==> config.mk <==
export PLATFORM = sky130hd
export DESIGN_NAME = comparator_bist
export DESIGN_NICKNAME = d
export VERILOG_FILES = /design/src/rtl/comparator_bist_pkg.sv /design/src/rtl/cmp_golden.sv /design/src/rtl/comparator_bist.sv
export VERILOG_INCLUDE_DIRS = /design/src /design/src/rtl
export SDC_FILE = /design/constraint.sdc
export NUM_CORES = 1
export LEC_CHECK = 0
export ABC_AREA = 1
export CORE_MARGIN = 2
export CORE_UTILIZATION = 34
export CTS_BUF_LIST = sky130_fd_sc_hd__clkbuf_16
export DETAILED_ROUTE_END_ITERATION = 7
export GPL_TIMING_DRIVEN = 0
export REMOVE_ABC_BUFFERS = 1
export SYNTH_ARGS = -nofsm -noshare
export SYNTH_HDL_FRONTEND = slang
export SYNTH_HIERARCHICAL = 1
export SYNTH_SLANG_ARGS = --single-unit
==> constraint.sdc <==
create_clock -name CLK -period 3.2 [get_ports CLK]
set_clock_uncertainty 0.05 [all_clocks]
set_input_delay 0.48 -clock CLK [delete_from_list [all_inputs] [get_ports CLK]]
set_output_delay 0.48 -clock CLK [all_outputs]
set_load 0.01 [all_outputs]
==> src/rtl/cmp_defs.vh <==
// Shared encodings for the comparator BIST: FSM state codes and the bit
// positions of the one-hot comparator result.
`ifndef CMP_DEFS_VH
`define CMP_DEFS_VH

`define CMP_ST_IDLE   2'd0
`define CMP_ST_APPLY  2'd1
`define CMP_ST_CHECK  2'd2
`define CMP_ST_FINISH 2'd3

`define CMP_R_GT 2
`define CMP_R_EQ 1
`define CMP_R_LT 0

`endif

==> src/rtl/comparator_bist_pkg.sv <==
// Types and constants shared by the comparator BIST, built on cmp_defs.vh.
package comparator_bist_pkg;
`include "cmp_defs.vh"

   typedef enum logic [1:0] {
      S_IDLE   = `CMP_ST_IDLE,
      S_APPLY  = `CMP_ST_APPLY,
      S_CHECK  = `CMP_ST_CHECK,
      S_FINISH = `CMP_ST_FINISH
   } state_t;

   localparam int unsigned R_GT = `CMP_R_GT;
   localparam int unsigned R_EQ = `CMP_R_EQ;
   localparam int unsigned R_LT = `CMP_R_LT;

   localparam logic [7:0] LAST_IDX = 8'hFF;
endpackage

==> src/rtl/cmp_golden.sv <==
// Reference 4-bit magnitude comparator producing the one-hot result the
// device under test is expected to return.
module cmp_golden
   import comparator_bist_pkg::*;
(
   input  logic [3:0] A,
   input  logic [3:0] B,
   output logic [2:0] RES
);

   always_comb begin
      RES = 3'b000;
      if (A > B)
         RES[R_GT] = 1'b1;
      else if (A == B)
         RES[R_EQ] = 1'b1;
      else
         RES[R_LT] = 1'b1;
   end

endmodule

==> src/rtl/comparator_bist.sv <==
// Exhaustive BIST for an external 4-bit comparator: sweeps all 256 {A,B}
// vectors, holds each for SETTLE cycles, then checks the returned result.
//
//   state  | meaning
//   IDLE   | waiting for START after reset
//   APPLY  | vector driven on A/B, settle counter running
//   CHECK  | sample R, compare against golden, advance index
//   FINISH | run done, DONE/PASS valid, START re-arms
module comparator_bist
   import comparator_bist_pkg::*;
#(
   parameter int unsigned SETTLE = 1
)
(
   input  logic       CLK,
   input  logic       nRST,
   input  logic       START,
   input  logic [2:0] R,
   output logic [3:0] A,
   output logic [3:0] B,
   output logic       BUSY,
   output logic       DONE,
   output logic       PASS,
   output logic [8:0] ERR_CNT,
   output logic [7:0] FIRST_FAIL
);

   localparam logic [3:0] SETTLE_LD = 4'(SETTLE - 1);

   state_t     r_state;
   state_t     w_state_nxt;
   logic [7:0] r_idx;
   logic [3:0] r_settle;
   logic [8:0] r_err_cnt;
   logic [7:0] r_first_fail;
   logic       r_busy;
   logic       r_done;
   logic       r_pass;

   logic       w_start_run;
   logic       w_fail;
   logic [2:0] w_exp;
   logic [8:0] w_err_nxt;

   cmp_golden u_golden (
      .A   (r_idx[7:4]),
      .B   (r_idx[3:0]),
      .RES (w_exp)
   );

   always_comb begin
      w_state_nxt = r_state;
      w_start_run = 1'b0;
      case (r_state)
         S_IDLE, S_FINISH: begin
            if (START) begin
               w_start_run = 1'b1;
               w_state_nxt = S_APPLY;
            end
         end
         S_APPLY: begin
            if (r_settle == 4'd0)
               w_state_nxt = S_CHECK;
         end
         S_CHECK: begin
            w_state_nxt = (r_idx == LAST_IDX) ? S_FINISH : S_APPLY;
         end
         default: w_state_nxt = S_IDLE;
      endcase
   end

   // Any R other than the exact golden code fails, non-one-hot included.
   assign w_fail    = (r_state == S_CHECK) && (R != w_exp);
   assign w_err_nxt = r_err_cnt + {8'd0, w_fail};

   always_ff @(posedge CLK or negedge nRST) begin
      if (!nRST) begin
         r_state      <= S_IDLE;
         r_idx        <= 8'h00;
         r_settle     <= 4'd0;
         r_err_cnt    <= 9'd0;
         r_first_fail <= 8'h00;
         r_busy       <= 1'b0;
         r_done       <= 1'b0;
         r_pass       <= 1'b0;
      end else begin
         r_state <= w_state_nxt;
         r_busy  <= (w_state_nxt == S_APPLY) || (w_state_nxt == S_CHECK);
         if (w_start_run) begin
            r_idx        <= 8'h00;
            r_settle     <= SETTLE_LD;
            r_err_cnt    <= 9'd0;
            r_first_fail <= 8'h00;
            r_done       <= 1'b0;
            r_pass       <= 1'b0;
         end else begin
            case (r_state)
               S_APPLY: begin
                  if (r_settle != 4'd0)
                     r_settle <= r_settle - 4'd1;
               end
               S_CHECK: begin
                  r_err_cnt <= w_err_nxt;
                  if (w_fail && (r_err_cnt == 9'd0))
                     r_first_fail <= r_idx;
                  if (r_idx == LAST_IDX) begin
                     r_done <= 1'b1;
                     r_pass <= (w_err_nxt == 9'd0);
                  end else begin
                     r_idx    <= r_idx + 8'd1;
                     r_settle <= SETTLE_LD;
                  end
               end
               default: ;
            endcase
         end
      end
   end

   assign A          = r_idx[7:4];
   assign B          = r_idx[3:0];
   assign BUSY       = r_busy;
   assign DONE       = r_done;
   assign PASS       = r_pass;
   assign ERR_CNT    = r_err_cnt;
   assign FIRST_FAIL = r_first_fail;

endmodule

Word level (Yosys, flattened, before mapping)
Index checks and enable logic that the tools add are counted.
- logic and storage cells: 68
- flip-flop bits (word level): 34
- output and inout bits: 28
- input bits: 6
- multiplexer cells: 28
- $add $sub $neg: 3
- equality and inequality tests: 11
- $lt $le $gt $ge: 1
- reduce and logical (&&, ||, !) cells: 17
- operators with widths (kind ; count):
    $mux W8 ; 6
    $logic_not A9 Y1 ; 2
    $mux W9 ; 2
    $mux W4 ; 3
    $mux W1 ; 11
    $add A9 B1 Y9 ; 1
    $add A8 B1 Y8 const B ; 1
    $eq A8 B8 Y1 const B ; 1
    $mux W2 ; 4
    $pmux W4 S2 ; 1
    $eq A2 B2 Y1 const B ; 3
    $ne A3 B3 Y1 const B ; 2
    $pmux W2 S3 ; 1
    $reduce_and A2 Y1 ; 3
    $reduce_bool A2 Y1 ; 3
    $eq A2 B1 Y1 const B ; 2
    $eq A4 B4 Y1 ; 1
    $gt A4 B4 Y1 ; 1
    $logic_not A4 Y1 ; 1
    $reduce_bool A4 Y1 ; 1
    $sub A4 B1 Y4 const B ; 1
    $ne A3 B3 Y1 ; 1
    $reduce_and A3 Y1 ; 1
    $reduce_bool A3 Y1 ; 1
    other kinds (5) ; 6

Longest topological paths before layout
Gate-level depths: netlist of run 1.
- depth in word-level cells: 10
- mapped depth: 22
- mapped depth without buffers: 22

Hierarchy
Netlist of run 1, hierarchy kept.
- modules (own cells, without submodules) (module ; times used ; area each (µm²) ; cells each):
    comparator_bist ; 1 ; 1953.1 ; 248
    cmp_golden ; 1 ; 116.4 ; 21

Worst setup path after synthesis of run 1
Ideal clock, no wire load.
- kind: flip-flop to flip-flop
- start point: reg r_idx[7]
- end point: reg r_pass (netlist: PASS)
- data arrival time: 2.446 ns
- path slack: 0.627 ns
- buffers on the path: 0
- clock period less this slack: 2.573 ns
- cell stages (with the launch flop): 18
- cell sequence: dfrtp_1 ha_1 a21oi_1 nand2_1 nor2_1 xnor2_1 nand3_1 nand2_1 inv_1 ha_1 ha_1 nand3_1 nand2_1 nand2_1 nand3_1 nor2_1 nand3_1 a21oi_1
- longest elaborated chain between the ends: 10
- elaborated cells between the ends (all ways): 16
- ends and longest elaborated chain (what ; RTL line ; RTL):
    start, declared ; comparator_bist.sv:32 ; logic [7:0] r_idx;
    start signal, assigned ; comparator_bist.sv:110 ; r_idx <= r_idx + 8'd1;
    branches (longest 2 deep; another with $gt A4 B4 Y1) ; - ;
    $mux W2 * ; cmp_golden.sv:13 ; if (A > B)
    via w_exp[0] ; comparator_bist.sv:42 ; logic [2:0] w_exp;
    $ne A3 B3 Y1 * ; comparator_bist.sv:73 ; assign w_fail = (r_state == S_CHECK) && (R != w_exp);
    $logic_and A1 B1 Y1 * ; comparator_bist.sv:73 ;
    $add A9 B1 Y9 * ; comparator_bist.sv:74 ; assign w_err_nxt = r_err_cnt + {8'd0, w_fail};
    $logic_not A9 Y1 * ; comparator_bist.sv:108 ; r_pass <= (w_err_nxt == 9'd0);
    $mux W1 * ; comparator_bist.sv:106 ; if (r_idx == LAST_IDX) begin
    $mux W1 * ; comparator_bist.sv:97 ; case (r_state)
    $mux W1 * ; comparator_bist.sv:89 ; if (w_start_run) begin
    end signal, assigned ; comparator_bist.sv:108 ;
    end, declared ; comparator_bist.sv:38 ; logic r_pass;
Mark *: on every way through the listed nets, which the timed path passes. The select of a mux whose other input is x is not followed.
A chain may end at the register's enable or synchronous reset.

Final worst setup path of run 1
- start point: reg r_idx[6]
- end point: reg r_pass (netlist: PASS)
The elaborated chain is that of the path after synthesis.

==> flow_metrics.py, run 1 <==
metrics = {
    "worst_setup_path": {
        "startpoint": "r_idx[6]",
        "worstPathArrival_ns": 2.99,
        "endpoint_kind": "flip-flop",
        "setup.worst_path.end": "PASS",
        "r2r_cells": 19,
        "r2r_setup_slack_ns": 0.35,
        "start_kind": "flip-flop",
        "cp_slowest_stage_delay_ns": 0.48,
        "worstPathCellList": "ha_1 -> nand2_1 -> inv_1 -> nand2_1 -> nand2_1 -> nor2_1 -> xnor2_1 -> nand3_1 -> nand2_1 -> inv_1 -> ha_2 -> ha_1 -> nand3_1 -> nand2_1 -> nand2_1 -> nand3_1 -> nor2_1 -> nand3_1 -> a21oi_1",
        "critPathMostFrequentCell": "nand2_1",
        "cp_slowest_cell": "dfrtp_1",
        "critical_path_class": "reg -> reg",
        "path_max_fanout": 6,
        "reg2reg_from": "r_idx[6]",
        "required_ns": 3.35,
        "regToRegEndpoint": "PASS",
    },
    "synthesis": {
        "yosysWarnings": 6,
        "ys_seq_area_share_pct": 41.1,
        "synth.area.mux_share_pct": 0,
        "async_flop_share_pct": 100,
        "synth_cells": 269,
        "synth_edf_count": 0,
        "synth_common_cells": "67 x nand2_1, 36 x inv_1, 34 x dfrtp_1, 28 x nand3_1, 17 x o21ai_0",
        "syn-cell-area_um2": 2070,
        "yosysMostFrequentCell": "nand2_1",
        "synth_top_family_by_area": "simple AND/OR/NAND/NOR gates",
        "synth_fa_ha_area_share_pct": 7.26,
        "synth_area_per_cell_um2": 7.69,
        "synth_top_cell_by_area": "dfrtp_1",
        "synth-compound-area-share_pct": 10.3,
        "synth_top_area_share_pct": 41.1,
        "synth_cell_types": 27,
        "synth_area_leaders": "dfrtp_1 41%, nand2_1 12%, ha_1 7.3%",
        "synthSimpleGateAreaFrac_pct": 29.6,
        "synth-seq-cells": 34,
        "synth-xor-area-share_pct": 2.54,
        "synth_flop_cell": "dfrtp_1",
    },
    "clock_network": {
        "clockBufferDepth": 2,
        "cts_made_buffers": 5,
        "root_buffer": "clkbuf_16",
        "cts_max_level": 2,
        "tritoncts": "done",
        "cts_sinks": 34,
        "clock_latency_ns": 0.28,
        "clk_pin_slew_ns": 0.05,
    },
    "layout": {
        "seq_area_um2": 852,
        "drive_gt1_share_pct": 8.28,
        "diodes": 0,
        "final_area_um2": 2590,
        "instances_no_fill": 377,
        "area_growth_pct": 25.3,
        "fin_nets": 321,
        "multiInputGateArea_um2": 1030,
        "fillers": 586,
    },
    "route": {
        "vias_per_cell": 4.88,
        "wl_per_cell_um": 12.4,
        "vias": 1839,
        "postRouteAntennaNets": 0,
        "finalWirelength_um": 4660,
        "first_pass_iters": 4,
        "drc": 0,
        "initialDrtViolationCount": 57,
    },
    "placed_design": {
        "dp_cells": 371,
        "io_buffers": 33,
        "place_ws_ns": 0.210,
        "place_congestion": 0.881,
        "postPlaceCellArea_um2": 2460,
        "place_hpwl_um": 3390,
    },
    "timing": {
        "slew_headroom_pct": 33.5,
        "timing_max_transition_violations_final": 0,
        "tightest_slew_ns": 0.995,
        "fin_crit_sh_pct": 88.9,
        "clock.fmax_ghz": 0.351,
        "min_period_ns": 2.85,
        "tns_ns": 0,
        "hold_violations": 0,
        "setup_viol": 0,
        "grt_setup_unrepaired": "no",
        "worst_slack_ns": 0.354,
    },
    "hold_path": {
        "hold_class": "in -> async",
    },
    "global_route": {
        "grt_max_degree": 35,
        "grt_pass1_wl_um": 8180,
        "gr-total-overflow": 0,
        "antenna_found_initial": 0,
        "grt_pass1_vias": 1755,
        "grt.total_usage_pct": 16.1,
    },
    "pwr": {
        "seq_power_share_pct": 39.2,
        "pwr-share-comb_pct": 31.6,
        "p_int_mw": 1.02,
        "switching_share_pct": 32.3,
        "ir_worst_vdd_mv": 0.325,
        "power_density_nw_per_um2": 581,
        "total_power_mw": 1.51,
        "p_leak_nw": 1.24,
        "clkPwrFrac_pct": 29.2,
        "power_switching_mw": 0.487,
    },
    "floorplan": {
        "start_util_pct": 35.2,
        "ioPinCount": 34,
        "rows": 28,
        "dieArea_um2": 6730,
        "coreArea_um2": 5890,
        "die_y_um": 82.0,
        "chipWidth_um": 82.0,
    },
    "run": {
        "drv_cap": 0,
    },
    "status": {
        "status": "completed",
    },
}
## metal layers
layer / wire length, µm / global-route usage [%] / up-vias / share of wire (%)
met5: 0 / 0 / - / 0
met4: 67 / 5.67 / 0 / 1.4
met3: 244 / 4.51 / 9 / 5.2
met2: 2170 / 25.1 / 48 / 47
met1: 2180 / 21.4 / 839 / 47
li1: - / - / 943 / -
## power by group through the flow
stage	registers [mW]	logic [mW]	clock network (mW)
after global routing	0.603	0.544	0.472
after floorplan	0.618	0.229	0
after CTS	0.590	0.477	0.456
final	0.590	0.476	0.441
after detailed placement	0.598	0.476	0
after global placement	0.595	0.472	0
## worst min path at each step
stage	cells after the start	from	slack (ns)	end
CTS	1	nRST	0.26	r_idx[4]
floorplan	0	nRST	0.13	BUSY
detailed placement	1	DONE	0.44	DONE
global placement	1	DONE	0.44	DONE
global route	1	nRST	0.31	r_idx[4]
finish	1	nRST	0.22	r_idx[4]
## metrics by stage
stage / hold slack, ns / utilization, %
floorplan: 0.134 / -
global placement: 0.438 / 41.9
detailed placement: 0.437 / 41.8
CTS: 0.260 / 44.0
global route: 0.306 / 44.1
finish: 0.219 / 44.1
## placed cells by master, fill, tap and decap left out, types with 2 or more instances in the layout
cell type	synthesis	routed
nand2_1	67	67
inv_1	36	36
dfrtp_1	34	33
clkdlybuf4s50_1	0	32
nand3_1	28	28
o21ai_0	17	17
nor2_1	15	14
ha_1	12	11
inv_2	7	7
o22ai_1	6	6
nand4_1	6	6
a21oi_1	5	5
nor3_1	5	5
clkbuf_16	0	5
xnor2_1	4	4
o21ai_1	4	4
nor2_2	2	3
nor2_4	2	2
nor3b_1	2	2
xor2_1	2	2
or2_1	2	2
## cells by family after synthesis
logic type	count (synthesis)
adders and majority gates	12
AOI/OAI and AO/OA	36
xor gates and xnor gates	6
and+or+nand+nor	132
buffers and inverters	49
DFF	34
## what timing repair did
item / CTS / global route
endpoints found under the setup margin: 0 / 2
hold buffers: 0 / 0
setup buffers: 0 / 0
resized for setup: 0 / 3
## registers in the layout, indices dropped and copies added (netlist names)
register,count
BUSY,1
DONE,1
ERR_CNT,9
FIRST_FAIL,8
PASS,1
r_idx,8
r_settle,4
r_state,2
## worst max-delay path: cells and delay by family, from the launching register on
kind,cells,cell delay [ns]
AOI/OAI and AO/OA,1,0.13
xor gates and xnor gates,1,0.13
adders and majority gates,3,0.77
buffers and inverters,2,0.11
DFF,1,0.48
and+or+nand+nor,12,1.10
## cell type report
| cell class | instances | area share (%) |
|---|---|---|
| Multi-Input combinational cell | 186 | 39.8 |
| Sequential cell | 34 | 32.9 |
| Timing Repair Buffer | 33 | 12.5 |
| Inverter | 43 | 6.22 |
| Clock buffer | 5 | 4.82 |
| Tap cell | 75 | 3.62 |
| Clock inverter | 1 | 0.145 |
No activity file was read; power rests on OpenSTA's default activity.
==> run 2: changes to the inputs <==
--- a/config.mk
+++ b/config.mk
@@ -13,3 +13,2 @@
 export DETAILED_ROUTE_END_ITERATION = 7
-export GPL_TIMING_DRIVEN = 0
 export REMOVE_ABC_BUFFERS = 1
--- a/constraint.sdc
+++ b/constraint.sdc
@@ -4,2 +4,2 @@
 set_output_delay 0.48 -clock CLK [all_outputs]
-set_load 0.01 [all_outputs]
+set_load 0.1 [all_outputs]
==> run 2 against run 1 <==
  * Die area did not move
  * Clock power fell by 0.9%
  * Non-clock buffer count rose by 7
  * Cell count rose by 1.9%
  * Via count rose by 1.3%
  * Flip-flop and latch count did not move
  * Combinational power rose by 110%
  * Sequential share of layout area rose by 0.19 points
==> flow_metrics.py, run 2 (synthesized netlist as in run 1, its figures left out) <==
metrics = {
    "worst_setup_path": {
        "required_ns": 3.35,
        "path_max_fanout": 6,
        "reg2reg_from": "r_idx[7]",
        "critical_path_class": "reg -> reg",
        "endpoint_kind": "flip-flop",
        "regToRegEndpoint": "PASS",
        "r2r_cells": 16,
        "r2r_setup_slack_ns": 0.39,
        "worstPathArrival_ns": 2.96,
        "start_kind": "flip-flop",
    },
    "clock_network": {
        "root_buffer": "clkbuf_16",
        "tritoncts": "done",
        "clock_latency_ns": 0.27,
        "cts_resized": 0,
        "cts_setup_buffers": 0,
        "clockBufferDepth": 2,
        "clk_pin_slew_ns": 0.05,
        "cts_made_buffers": 5,
        "cts_max_level": 2,
        "cts_sinks": 34,
        "cts_hold_buf": 0,
    },
    "timing": {
        "timing_max_transition_violations_final": 0,
        "fin_crit_sh_pct": 87.9,
        "tns_ns": 0,
        "clock.fmax_ghz": 0.356,
        "slew_headroom_pct": 70.6,
        "min_period_ns": 2.81,
        "worst_slack_ns": 0.389,
        "hold_violations": 0,
        "grt_setup_unrepaired": "no",
        "tightest_slew_ns": 0.441,
        "hold_slack_ns": 0.449,
        "setup_viol": 0,
    },
    "route": {
        "first_pass_iters": 4,
        "vias": 1862,
        "initialDrtViolationCount": 83,
        "postRouteAntennaNets": 0,
        "drc": 0,
        "wl_per_cell_um": 12.5,
        "finalWirelength_um": 4820,
        "vias_per_cell": 4.85,
    },
    "layout": {
        "diodes": 0,
        "area_growth_pct": 24.4,
        "final_cell_mix": "67 x nand2_1, 36 x inv_1, 35 x buf_4",
        "largest_register_ff_count": 9,
        "layout_commonest_cell": "nand2_1",
        "fin_nets": 328,
        "drive_gt1_share_pct": 18.1,
        "instances_no_fill": 384,
    },
    "pwr": {
        "p_leak_nw": 1.32,
        "ir_worst_vdd_mv": 0.504,
        "total_power_mw": 2.00,
        "power_density_nw_per_um2": 779,
    },
    "global_route": {
        "grt_pass1_wl_um": 8470,
        "antenna_found_initial": 0,
        "grt_max_degree": 35,
        "gr-total-overflow": 0,
        "grt.total_usage_pct": 16.5,
        "grt_pass1_vias": 1783,
    },
    "placed_design": {
        "place_congestion": 0.922,
        "dp_cells": 378,
        "place_hpwl_um": 3630,
        "io_buffers": 33,
        "place_ws_ns": 0.387,
    },
    "hold_path": {
        "whs_path_depth": 1,
        "holdPathEnd": "DONE",
        "min_from": "DONE",
        "hold_class": "reg -> reg",
    },
    "floorplan": {
        "start_util_pct": 35.2,
        "ioPinCount": 34,
        "die_y_um": 82.0,
        "coreArea_um2": 5890,
        "rows": 28,
        "chipWidth_um": 82.0,
        "dieArea_um2": 6730,
    },
    "status": {
        "status": "completed",
    },
    "run": {
        "drv_cap": 0,
    },
}
[run 2: cell types whose count changed in the layout (fill, tap and decap cells not counted), sizes merged]
cell / before / now
clkdlybuf4s50: 32 / 5
buf: 1 / 35
[run 2: area by class of cell]
type                    instances  area [µm²]
fillers                       591        3310
repair buffers                 40         313
inverters                      43         161
flip-flops and latches         34         851
well taps                      75        93.8
multi-input cells             186        1030
clock buffers                   5         125
clock inverters                 1        3.75
[run 2: metal layers]
metal | global-route usage (%) | part of all wire (%) | vias up
met2 | 25.4 | 46 | 34
met5 | 0 | 0 | -
met4 | 5.33 | 1.2 | 0
met1 | 23.0 | 49 | 868
li1 | - | - | 952
met3 | 3.52 | 3.8 | 8
[run 2: per-stage QoR]
stage,utilization (%),area [µm²]
finish,43.8,2570
global route,43.8,2570
CTS,43.8,2570
detailed placement,41.6,2450
global placement,41.6,2450
floorplan,-,2040
[run 2: worst max-delay path: stages (launching register included)]
cell and delay (ns):
dfrtp_1 0.47, ha_1 0.34, nand2_1 0.06, nor2_1 0.21, nor2_1 0.09, xnor2_1 0.13
nand3_1 0.07, nand2_1 0.05, inv_1 0.06, ha_1 0.25, ha_1 0.26, nand3_1 0.17
o21ai_1 0.16, nand2_1 0.08, nor2_1 0.10, nand3_1 0.07, a21oi_1 0.12
[run 2: power by group]
| part | switching, mW | internal (mW) | total [mW] |
|---|---|---|---|
| clock network | 0.161 | 0.276 | 0.437 |
| logic | 0.772 | 0.205 | 0.977 |
| registers | 0.0821 | 0.508 | 0.590 |
[run 2: worst max path at each step]
| stage | startpoint | end | slack (ns) | cells after the start |
|---|---|---|---|---|
| 4_1_cts | r_idx[7] | PASS | 0.38 | 16 |
| 3_5_place_dp | r_idx[7] | PASS | 0.39 | 16 |
| 6_report | r_idx[7] | PASS | 0.39 | 16 |
| 5_1_grt | r_idx[7] | PASS | 0.09 | 16 |
| 2_1_floorplan | r_idx[2] | PASS | -0.03 | 17 |
| 3_3_place_gp | r_idx[7] | PASS | 0.48 | 17 |
==> run 3: changes to the inputs <==
- CORE_MARGIN: 2 -> default
==> run 3 against run 2 <==
  * Critical path depth stayed put
  * Count of clock-buffer cells in the layout stayed put
  * Largest cell class unchanged
  * Register-to-register slack worse by 0.02 ns
  * Power is 0.66% higher
  * Core utilization is 0.15 points higher
  * Combinational power hardly changed
==> flow_metrics.py, run 3 (synthesized netlist as in run 1, its figures left out) <==
metrics = {
    "layout": {
        "drive_gt1_share_pct": 18.3,
        "layout_commonest_cell": "nand2_1",
        "largest_register_ff_count": 9,
        "area_growth_pct": 24.8,
        "final_cell_mix": "67 x nand2_1, 37 x inv_1, 35 x buf_4",
        "fin_nets": 328,
        "fin_util_pct": 43.9,
        "diodes": 0,
        "final_area_um2": 2580,
        "fillers": 581,
    },
    "global_route": {
        "top_usage_layer": "met2",
        "antenna_found_initial": 0,
        "grt_max_degree": 35,
        "use_met2_pct": 27.0,
        "grt_pass1_vias": 1701,
        "grt_pass1_wl_um": 7910,
        "use_met3_pct": 3.20,
        "grt.total_usage_pct": 16.2,
        "use_met1_pct": 20.7,
        "gr-total-overflow": 0,
    },
    "timing": {
        "tightest_slew_ns": 0.444,
        "hold_violations": 0,
        "hold_slack_ns": 0.445,
        "slew_headroom_pct": 70.4,
        "timing_max_transition_violations_final": 0,
        "min_period_ns": 2.83,
        "fin_crit_sh_pct": 88.4,
        "worst_slack_ns": 0.371,
        "setup_viol": 0,
        "clock.fmax_ghz": 0.354,
        "grt_setup_unrepaired": "no",
    },
    "clock_network": {
        "cts_resized": 0,
        "cts_setup_buffers": 0,
        "clockBufferDepth": 2,
        "clock_latency_ns": 0.27,
        "cts_hold_buf": 0,
        "root_buffer": "clkbuf_16",
        "clk_pin_slew_ns": 0.05,
        "cts_sinks": 34,
        "tritoncts": "done",
        "cts_made_buffers": 5,
        "cts_max_level": 2,
    },
    "placed_design": {
        "place_ws_ns": 0.403,
        "place_hpwl_um": 3530,
        "io_buffers": 33,
        "postPlaceCellArea_um2": 2450,
        "place_congestion": 0.870,
    },
    "worst_setup_path": {
        "r2r_cells": 16,
        "critical_path_class": "reg -> reg",
        "regToRegEndpoint": "PASS",
        "worstPathArrival_ns": 2.98,
        "endpoint_kind": "flip-flop",
        "path_max_fanout": 6,
        "reg2reg_from": "r_idx[7]",
        "r2r_setup_slack_ns": 0.37,
        "cp_slowest_cell": "dfrtp_1",
        "required_ns": 3.35,
        "cp.buffers_inverters": 1,
        "start_kind": "flip-flop",
        "path_delay_family": "simple AND/OR/NAND/NOR gates",
        "worstPathCellList": "ha_1 -> nand2_1 -> nor2_1 -> nor2_1 -> xnor2_1 -> nand3_1 -> nand2_1 -> inv_1 -> ha_1 -> ha_1 -> nand3_1 -> o21ai_1 -> nand2_1 -> nor2_1 -> nand3_1 -> a21oi_1",
        "cp_slowest_stage_delay_ns": 0.47,
    },
    "floorplan": {
        "chipWidth_um": 80.0,
        "start_util_pct": 35.2,
        "rows": 28,
        "dieArea_um2": 6400,
        "die_y_um": 80.0,
        "coreArea_um2": 5890,
        "ioPinCount": 34,
    },
    "route": {
        "finalWirelength_um": 4740,
        "postRouteAntennaNets": 0,
        "vias": 1841,
        "first_pass_iters": 4,
        "initialDrtViolationCount": 104,
        "vias_per_cell": 4.77,
        "drc": 0,
        "wl_per_cell_um": 12.3,
    },
    "hold_path": {
        "hold_class": "reg -> reg",
        "whs_path_depth": 1,
        "holdPathEnd": "DONE",
        "min_from": "DONE",
    },
    "pwr": {
        "p_leak_nw": 1.33,
        "power_density_nw_per_um2": 781,
        "ir_worst_vdd_mv": 0.761,
    },
    "run": {
        "drv_cap": 0,
    },
    "status": {
        "status": "completed",
    },
}
==> run 3: changes by cell type in the layout (fill, tap and decap cells not counted), sizes merged <==
cell and change:
inv +1, clkinv +1
==> run 3: per-stage QoR <==
| step | setup TNS (ns) | cells | power [mW] |
|---|---|---|---|
| final | 0 | 386 | 2.02 |
| after global routing | 0 | 386 | 2.13 |
| after CTS | 0 | 386 | 2.04 |
| after detailed placement | 0 | 378 | 1.58 |
| after global placement | 0 | 378 | 1.58 |
| after floorplan | -0.0308 | 263 | 1.37 |
==> run 3: worst max-delay path by stage <==
stage	from	to	slack, ns	depth (start not counted)
after floorplan	r_idx[2]	PASS	-0.03	17
after global placement	r_idx[7]	PASS	0.49	17
after detailed placement	r_idx[7]	PASS	0.40	17
after CTS	r_idx[7]	PASS	0.38	16
after global routing	r_idx[7]	PASS	0.09	16
final	r_idx[7]	PASS	0.37	16
==> run 3: area by class of cell <==
cell class	instances	area (µm²)	area share [%]
repair buffers	40	313	12.1
clock buffers	5	125	4.84
inverters	43	161	6.25
clock inverters	3	12.5	0.484
flip-flops and latches	34	851	32.9
well taps	75	93.8	3.63
multi-input cells	186	1030	39.8
==> run 3: worst register-to-register path: stages (launching register included) <==
cell and delay, ns:
dfrtp_1 0.47, ha_1 0.34, nand2_1 0.07, nor2_1 0.21
nor2_1 0.09, xnor2_1 0.13, nand3_1 0.08, nand2_1 0.05
inv_1 0.07, ha_1 0.25, ha_1 0.25, nand3_1 0.16
o21ai_1 0.15, nand2_1 0.08, nor2_1 0.10, nand3_1 0.07
a21oi_1 0.13
==> run 3: where the power goes <==
group | switching, mW | leakage (nW) | internal (mW)
clock | 0.169 | 0.0724 | 0.281
combinational | 0.771 | 0.822 | 0.206
sequential | 0.0837 | 0.436 | 0.508
==> run 3: per-layer routing <==
metal | share of wire, % | wire length (µm)
met5 | 0 | 0
met1 | 49 | 2310
met2 | 46 | 2200
met4 | 1.1 | 53
met3 | 3.7 | 175
